==> src/rtl/debounce_pkg.sv <==
// Shared types and defaults for the button debouncer: state encoding,
// default stability window and a helper mapping a state to its debounced level.
package debounce_pkg;

    localparam int unsigned STABLE_CYCLES_DEFAULT = 32'd4;

    typedef enum logic [1:0] {
        ST_LOW       = 2'd0,
        ST_WAIT_HIGH = 2'd1,
        ST_HIGH      = 2'd2,
        ST_WAIT_LOW  = 2'd3
    } db_state_e;

    // The debounced level stays high while a release is still being qualified.
    function automatic logic state_is_high(input db_state_e st);
        logic lvl;
        case (st)
            ST_HIGH:     lvl = 1'b1;
            ST_WAIT_LOW: lvl = 1'b1;
            default:     lvl = 1'b0;
        endcase
        return lvl;
    endfunction

endpackage

==> src/rtl/sync_2ff.sv <==
// Two-flop synchronizer bringing an asynchronous level into the clk domain.
module sync_2ff (
    input  logic clk,
    input  logic rst,
    input  logic d,
    output logic q
);

    logic meta_q;

    // Two-stage capture chain, cleared by the synchronous reset.
    always_ff @(posedge clk) begin
        if (rst) begin
            meta_q <= 1'b0;
            q      <= 1'b0;
        end else begin
            meta_q <= d;
            q      <= meta_q;
        end
    end

endmodule

==> src/rtl/debounce_pulse.sv <==
// Button debouncer: a level change is accepted only after STABLE_CYCLES identical
// synchronized samples; accepted rising/falling changes emit one-cycle pulses.
module debounce_pulse
    import debounce_pkg::*;
#(
    parameter int unsigned STABLE_CYCLES = STABLE_CYCLES_DEFAULT,
    parameter int unsigned CNT_W         = $clog2(STABLE_CYCLES) + 1
) (
    input  logic clk,
    input  logic rst,
    input  logic btn_i,
    output logic db_o,
    output logic press_o,
    output logic release_o
);

    localparam logic [CNT_W-1:0] CNT_ZERO = {CNT_W{1'b0}};
    localparam logic [CNT_W-1:0] CNT_ONE  = CNT_W'(1);
    localparam logic [CNT_W-1:0] CNT_LAST = CNT_W'(STABLE_CYCLES - 32'd1);

    logic             sync_s;
    db_state_e        state_q;
    db_state_e        state_d;
    logic [CNT_W-1:0] cnt_q;
    logic [CNT_W-1:0] cnt_d;
    logic             db_q;
    logic             press_q;
    logic             press_d;
    logic             release_q;
    logic             release_d;

    sync_2ff u_sync (
        .clk (clk),
        .rst (rst),
        .d   (btn_i),
        .q   (sync_s)
    );

    // Next-state logic; a sample that disagrees during a wait aborts the change.
    always_comb begin
        state_d   = state_q;
        cnt_d     = cnt_q;
        press_d   = 1'b0;
        release_d = 1'b0;
        case (state_q)
            ST_LOW: begin
                if (sync_s) begin
                    state_d = ST_WAIT_HIGH;
                    cnt_d   = CNT_ONE;
                end else begin
                    state_d = ST_LOW;
                    cnt_d   = CNT_ZERO;
                end
            end
            ST_WAIT_HIGH: begin
                if (!sync_s) begin
                    state_d = ST_LOW;
                    cnt_d   = CNT_ZERO;
                end else if (cnt_q == CNT_LAST) begin
                    state_d = ST_HIGH;
                    cnt_d   = CNT_ZERO;
                    press_d = 1'b1;
                end else begin
                    state_d = ST_WAIT_HIGH;
                    cnt_d   = cnt_q + CNT_ONE;
                end
            end
            ST_HIGH: begin
                if (!sync_s) begin
                    state_d = ST_WAIT_LOW;
                    cnt_d   = CNT_ONE;
                end else begin
                    state_d = ST_HIGH;
                    cnt_d   = CNT_ZERO;
                end
            end
            ST_WAIT_LOW: begin
                if (sync_s) begin
                    state_d = ST_HIGH;
                    cnt_d   = CNT_ZERO;
                end else if (cnt_q == CNT_LAST) begin
                    state_d   = ST_LOW;
                    cnt_d     = CNT_ZERO;
                    release_d = 1'b1;
                end else begin
                    state_d = ST_WAIT_LOW;
                    cnt_d   = cnt_q + CNT_ONE;
                end
            end
            default: begin
                state_d = ST_LOW;
                cnt_d   = CNT_ZERO;
            end
        endcase
    end

    // State, counter and registered outputs; reset drops any pulse in flight.
    always_ff @(posedge clk) begin
        if (rst) begin
            state_q   <= ST_LOW;
            cnt_q     <= CNT_ZERO;
            db_q      <= 1'b0;
            press_q   <= 1'b0;
            release_q <= 1'b0;
        end else begin
            state_q   <= state_d;
            cnt_q     <= cnt_d;
            db_q      <= state_is_high(state_d);
            press_q   <= press_d;
            release_q <= release_d;
        end
    end

    assign db_o      = db_q;
    assign press_o   = press_q;
    assign release_o = release_q;

endmodule
==> config.mk <==
export PLATFORM = sky130hd
export DESIGN_NAME = debounce_pulse
export DESIGN_NICKNAME = d
export VERILOG_FILES = /design/src/rtl/debounce_pkg.sv /design/src/rtl/sync_2ff.sv /design/src/rtl/debounce_pulse.sv
export SDC_FILE = /design/constraint.sdc
export NUM_CORES = 1
export LEC_CHECK = 0
export BUFFER_PORTS_ARGS = -buffer_cell sky130_fd_sc_hd__buf_2
export CAP_MARGIN = 20
export CORE_AREA = 4 4 41 43
export CTS_BUF_LIST = sky130_fd_sc_hd__clkbuf_8
export DETAILED_ROUTE_END_ITERATION = 8
export DIE_AREA = 0 0 45 47
export PLACE_DENSITY_LB_ADDON = 0.15
export RECOVER_POWER = 25
export SLEW_MARGIN = 30
export SYNTH_ARGS = -nofsm -noshare
export SYNTH_HDL_FRONTEND = slang
export SYNTH_SLANG_ARGS = --single-unit
==> constraint.sdc <==
create_clock -name clk -period 1.1 [get_ports clk]
set_input_delay 0.165 -clock clk [delete_from_list [all_inputs] [get_ports clk]]
set_output_delay 0.165 -clock clk [all_outputs]
set_load 0.02 [all_outputs]
# Word level (Yosys, flattened, before mapping)
# Index checks and enable logic that the tools add are counted.
word_totals:
  out_inout_bits: 3
  reg_bits: 10
  word_cells: 36
  input_bits: 3
classes:
  bitwise: 3
  n_eq_ne: 6
  n_addsub: 1
  muxes: 15
  n_reduce_logical: 4
op_table:
  columns: ["op", "n"]
  rows:
  - ["3-bit one-hot mux with 4 select lines", 1]
  - ["3-bit 2-to-1 mux", 3]
  - ["2-bit equality test, second input constant", 4]
  - ["2-bit 2-to-1 mux", 4]
  - ["2-bit one-hot mux with 4 select lines", 1]
  - ["1-bit 2-to-1 mux", 6]
  - ["3-bit OR reduction", 2]
  - ["3-bit by 1-bit adder with 3-bit output, second input constant", 1]
  - ["3-bit by 2-bit equality test with 1-bit output, second input constant", 1]
  - ["1-bit inverter", 3]
  - ["2-bit by 1-bit equality test with 1-bit output, second input constant", 1]
  - ["2-bit logical NOT", 1]
  - ["2-bit OR reduction", 1]

# Longest topological paths before layout
depth:
  depth_word: 7
  depth_mapped: 4
  ltp_nobuf: 4

# Hierarchy
# Synthesis repeated with hierarchy kept, for this count alone.
unflattened:
  cells_unflattened: 26
  area_unflattened_um2: 300.3
by_module_without_submodules:
  columns: ["mod", "instances", "area_per_inst_um2", "cells_per_inst", "seq_area_each_um2"]
  rows:
  - ["debounce_pulse", 1, 247.7, 22, 140.1]
  - ["sync_2ff", 1, 52.6, 4, 40.0]

# Worst setup path after synthesis
# Ideal clock, no wire load.
synth_path:
  kind: "register to register"
  from: "reg db_o (netlist name)"
  to: "reg cnt_q[1]"
  setup_time_ns: 0.116
  slack_ns: 0.108
  path_buffers: 0
  stages_incl_launch_ff: 4
  arrival_ns: 0.876
  path_cell_list: "dfxtp_1 xnor2_1 nor2_1 and3_1"
synth_rtl:
  columns: ["item", "line", "source"]
  rows:
  - ["end signal: assignment", "debounce_pulse.sv:107", "cnt_q <= cnt_d;"]
  - ["end: declaration", "debounce_pulse.sv:24", "logic [CNT_W-1:0] cnt_q;"]

# Final worst setup path
layout_path:
  from: "reg cnt_q[0]"
  to: "reg db_q (netlist: db_o)"
layout_via:
  elab_chain_len: 7
  elab_cells_between_ends: 10
layout_rtl:
  columns: ["item", "line", "source"]
  rows:
  - ["3-bit by 2-bit equality test with 1-bit output (*)", "debounce_pulse.sv:59, debounce_pulse.sv:81", null]
  - ["2-bit 2-to-1 mux, on equally long branches", "debounce_pulse.sv:81, debounce_pulse.sv:59", null]
  - ["2-bit 2-to-1 mux, on equally long branches", "debounce_pulse.sv:78, debounce_pulse.sv:56", null]
  - ["2-bit one-hot mux with 4 select lines (*)", "debounce_pulse.sv:45", "case (state_q)"]
  - ["2-bit equality test", "debounce_pkg.sv:17", "case (st)"]
  - ["2-bit OR reduction (no source line) (*)", null, null]
  - ["1-bit 2-to-1 mux (*)", "debounce_pkg.sv:17", null]
  - ["end signal: assignment", "debounce_pulse.sv:108", "db_q <= state_is_high(state_d);"]
  - ["end: declaration", "debounce_pulse.sv:26", "logic db_q;"]
# Mark *: on every way between the ends. The rest lies on a longest branch, timed or not.
# A chain may end at the register's enable or synchronous reset.

==> results.py <==
metrics = {
    "place": {
        "port_buffers": 5,
        "dp_hpwl_um": 385,
        "placedCellCount": 46,
        "dp_slack_ns": 0.0400,
        "place_congestion": 0.654,
    },
    "global_route": {
        "grt_pass1_vias": 198,
        "antenna_found_initial": 0,
        "overflow": 0,
        "grt_usage_pct": 5.72,
        "grt_pass1_wl_um": 800,
        "grt_max_degree": 8,
    },
    "power": {
        "p_switching_mw": 0.130,
        "ir_drop_mv": 0.707,
        "switching_share_pct": 18.2,
        "seqPwrFrac_pct": 47.3,
        "power_density_nw_per_um2": 1680,
        "power.internal_mw": 0.584,
        "clkPwrFrac_pct": 50.6,
        "p_comb_share_pct": 2.2,
        "leakagePower_nw": 0.181,
    },
    "worst_setup_path": {
        "endpoint_kind": "register",
        "reg2reg_to": "db_o$_SDFF_PP0_",
        "crit-reg2reg-launch": "cnt_q[0]$_SDFF_PP0_",
        "path_max_fanout": 4,
        "timing_worst_setup_path_type": "register to register",
        "cp.arrival_ns": 1.16,
        "worstPathRequired_ns": 1.22,
        "critPathLaunchType": "register",
        "rrSetupSlack_ns": 0.06,
        "r2r_cells": 4,
    },
    "logic_synthesis": {
        "ys_ff_latch": 9,
        "syn_inst": 26,
        "ys_types": 14,
        "yosysTopAreaCell": "dfxtp_1",
        "syn_avg_cell_area_sq_um": 11.5,
        "synth_top_area_share_pct": 60.0,
        "seq_area_frac_synth_pct": 60.0,
        "synth_fp_nets": 30,
        "yosysWarnings": 0,
        "synth.top_cells.by_area": "dfxtp_1 60%, nor4b_1 5.8%, and2_2 5.0%",
        "syn-cell-area_sq_um": 300,
    },
    "sta": {
        "rsz0062_at_grt": "yes",
        "slew_violations": 0,
        "setup_tns_ns": 0,
        "finalClockSkew_ns": 0.000917,
        "max_slew_margin_pct": 84.1,
        "fmax_mhz": 959,
        "period_minus_slack_ns": 1.04,
        "whs_ns": 0.150,
        "finalCritPeriodShare_pct": 94.8,
        "finalSetupViolCount": 0,
        "fin_ws_ns": 0.0575,
        "hold_violations": 0,
        "worst_slew_pin_slew_ns": 0.238,
    },
    "layout": {
        "final_common_cell": "dfxtp_1",
        "diodes": 0,
        "drive_gt1_share_pct": 44.4,
        "area_delta_synth_final_pct": 41.7,
        "nFillCells": 144,
        "fin_util_pct": 32.7,
        "final_cell_mix": "7 x dfxtp_1, 5 x buf_2, 3 x clkbuf_8",
        "fin_cells": 51,
        "fin_nets": 41,
    },
    "hold_path": {
        "min_to": "u_sync.meta_q$_SDFF_PP0_",
        "min_path_type": "input pin to register",
        "holdPathStages": 2,
        "min_from": "btn_i",
    },
    "die": {
        "rows": 13,
        "num_io_pins": 6,
        "dieArea_sq_um": 2120,
        "die_h_um": 47,
        "core_sq_um": 1300,
        "die_x_um": 45,
        "start_util_pct": 23.1,
    },
    "clock_network": {
        "cts_made_buffers": 3,
        "clk_latency_ns": 0.23,
        "cts_tree": "yes",
        "clkSinkCount": 9,
        "clockRootBuffer": "clkbuf_8",
        "htreeDepth": 1,
        "clkTransAtPathRegs_ns": 0.04,
        "cts_hold_buf": 0,
        "clock_path_buffers": 2,
    },
    "detailed_routing": {
        "ant_nets": 0,
        "drc": 0,
        "totalWireLength_um": 518,
        "dr.pass1.iters": 2,
        "vias": 208,
        "wl_per_cell_um": 10.2,
        "drt-initial-drc-count": 1,
        "via_per_inst": 4.08,
    },
    "job": {
        "maxCapViolations": 0,
    },
    "status": {
        "status": "complete, no violations",
    },
}
how the worst max path moves through the flow:
| stage | from | slack (ns) | end | depth (start not counted) |
|---|---|---|---|---|
| global route | cnt_q[0]$_SDFF_PP0_ | -0.01 | db_o$_SDFF_PP0_ | 4 |
| detailed placement | cnt_q[0]$_SDFF_PP0_ | 0.04 | db_o$_SDFF_PP0_ | 4 |
| global placement | cnt_q[0]$_SDFF_PP0_ | 0.06 | db_o$_SDFF_PP0_ | 4 |
| CTS | cnt_q[0]$_SDFF_PP0_ | 0.03 | db_o$_SDFF_PP0_ | 4 |
| floorplan | db_o$_SDFF_PP0_ | 0.11 | cnt_q[1]$_SDFF_PP0_ | 3 |
| finish | cnt_q[0]$_SDFF_PP0_ | 0.06 | db_o$_SDFF_PP0_ | 4 |
routing by layer:
metal | track usage, % | up-vias | share of wire (%)
met4 | 5.26 | 0 | 1.9
li1 | - | 109 | -
met2 | 7.34 | 6 | 43
met5 | 0 | - | 0
met1 | 6.47 | 91 | 48
met3 | 3.45 | 2 | 6.4
synthesized netlist by cell type, drive strengths merged:
master  n
nor4    1
nand2   1
nand3b  1
mux2i   1
dfxtp   9
and2    2
nor4b   2
xnor2   1
and2b   1
nor2b   2
ha      1
nor2    2
o21ai   1
and3    1
power by group through the flow:
stage	clock network [mW]	registers, mW	logic, mW
global placement	0	0.342	0.0136
detailed placement	0	0.342	0.0139
finish	0.361	0.337	0.0155
floorplan	0	0.341	0.00663
CTS	0.374	0.336	0.0139
global route	0.388	0.337	0.0176
sequential cells by signal, summed over array words and instances, names as in the netlist:
| name | cells |
|---|---|
| press_o | 1 |
| state_q | 1 |
| db_o | 1 |
| u_sync.meta_q | 1 |
| cnt_q | 3 |
| release_o | 1 |
| u_sync.q | 1 |
kinds of logic (layout without fill, tap and decap cells):
family | Yosys count | after routing | share of synthesized area [%]
AO/OA/AOI/OAI | 1 | 1 | 1.67
flip-flops | 9 | 9 | 60.0
XOR/XNOR | 1 | 1 | 2.92
multiplexers | 1 | 1 | 3.33
buffers and inverters | 0 | 10 | 0
adder cells (fa/ha/maj) | 1 | 1 | 4.17
AND/OR/NAND/NOR | 13 | 13 | 27.9
layout make-up:
type	count	area (sq um)	share of cell area, %
Timing Repair Buffer	6	32.5	7.65
Tap cell	15	18.8	4.41
Sequential cell	9	183	42.9
Clock buffer	3	41.3	9.71
Clock inverter	1	3.75	0.882
Multi-Input combinational cell	17	146	34.4
repair_timing:
item / 4_1_cts / 5_1_grt
buffers inserted: 0 / 1
gates resized for setup: 0 / 7
endpoints found under the setup margin: 0 / 4
critical path: stages (launching register included):
cell	delay (ns)
dfxtp_2	0.32
ha_4	0.16
nand3b_1	0.19
mux2i_1	0.21
nor2_1	0.05
metrics by stage:
step / area (sq um) / power (mW)
3_5_place_dp: 344 / 0.356
4_1_cts: 389 / 0.724
2_1_floorplan: 300 / 0.348
5_1_grt: 425 / 0.743
3_3_place_gp: 344 / 0.355
6_report: 425 / 0.714
No activity file was read; power rests on OpenSTA's default activity.
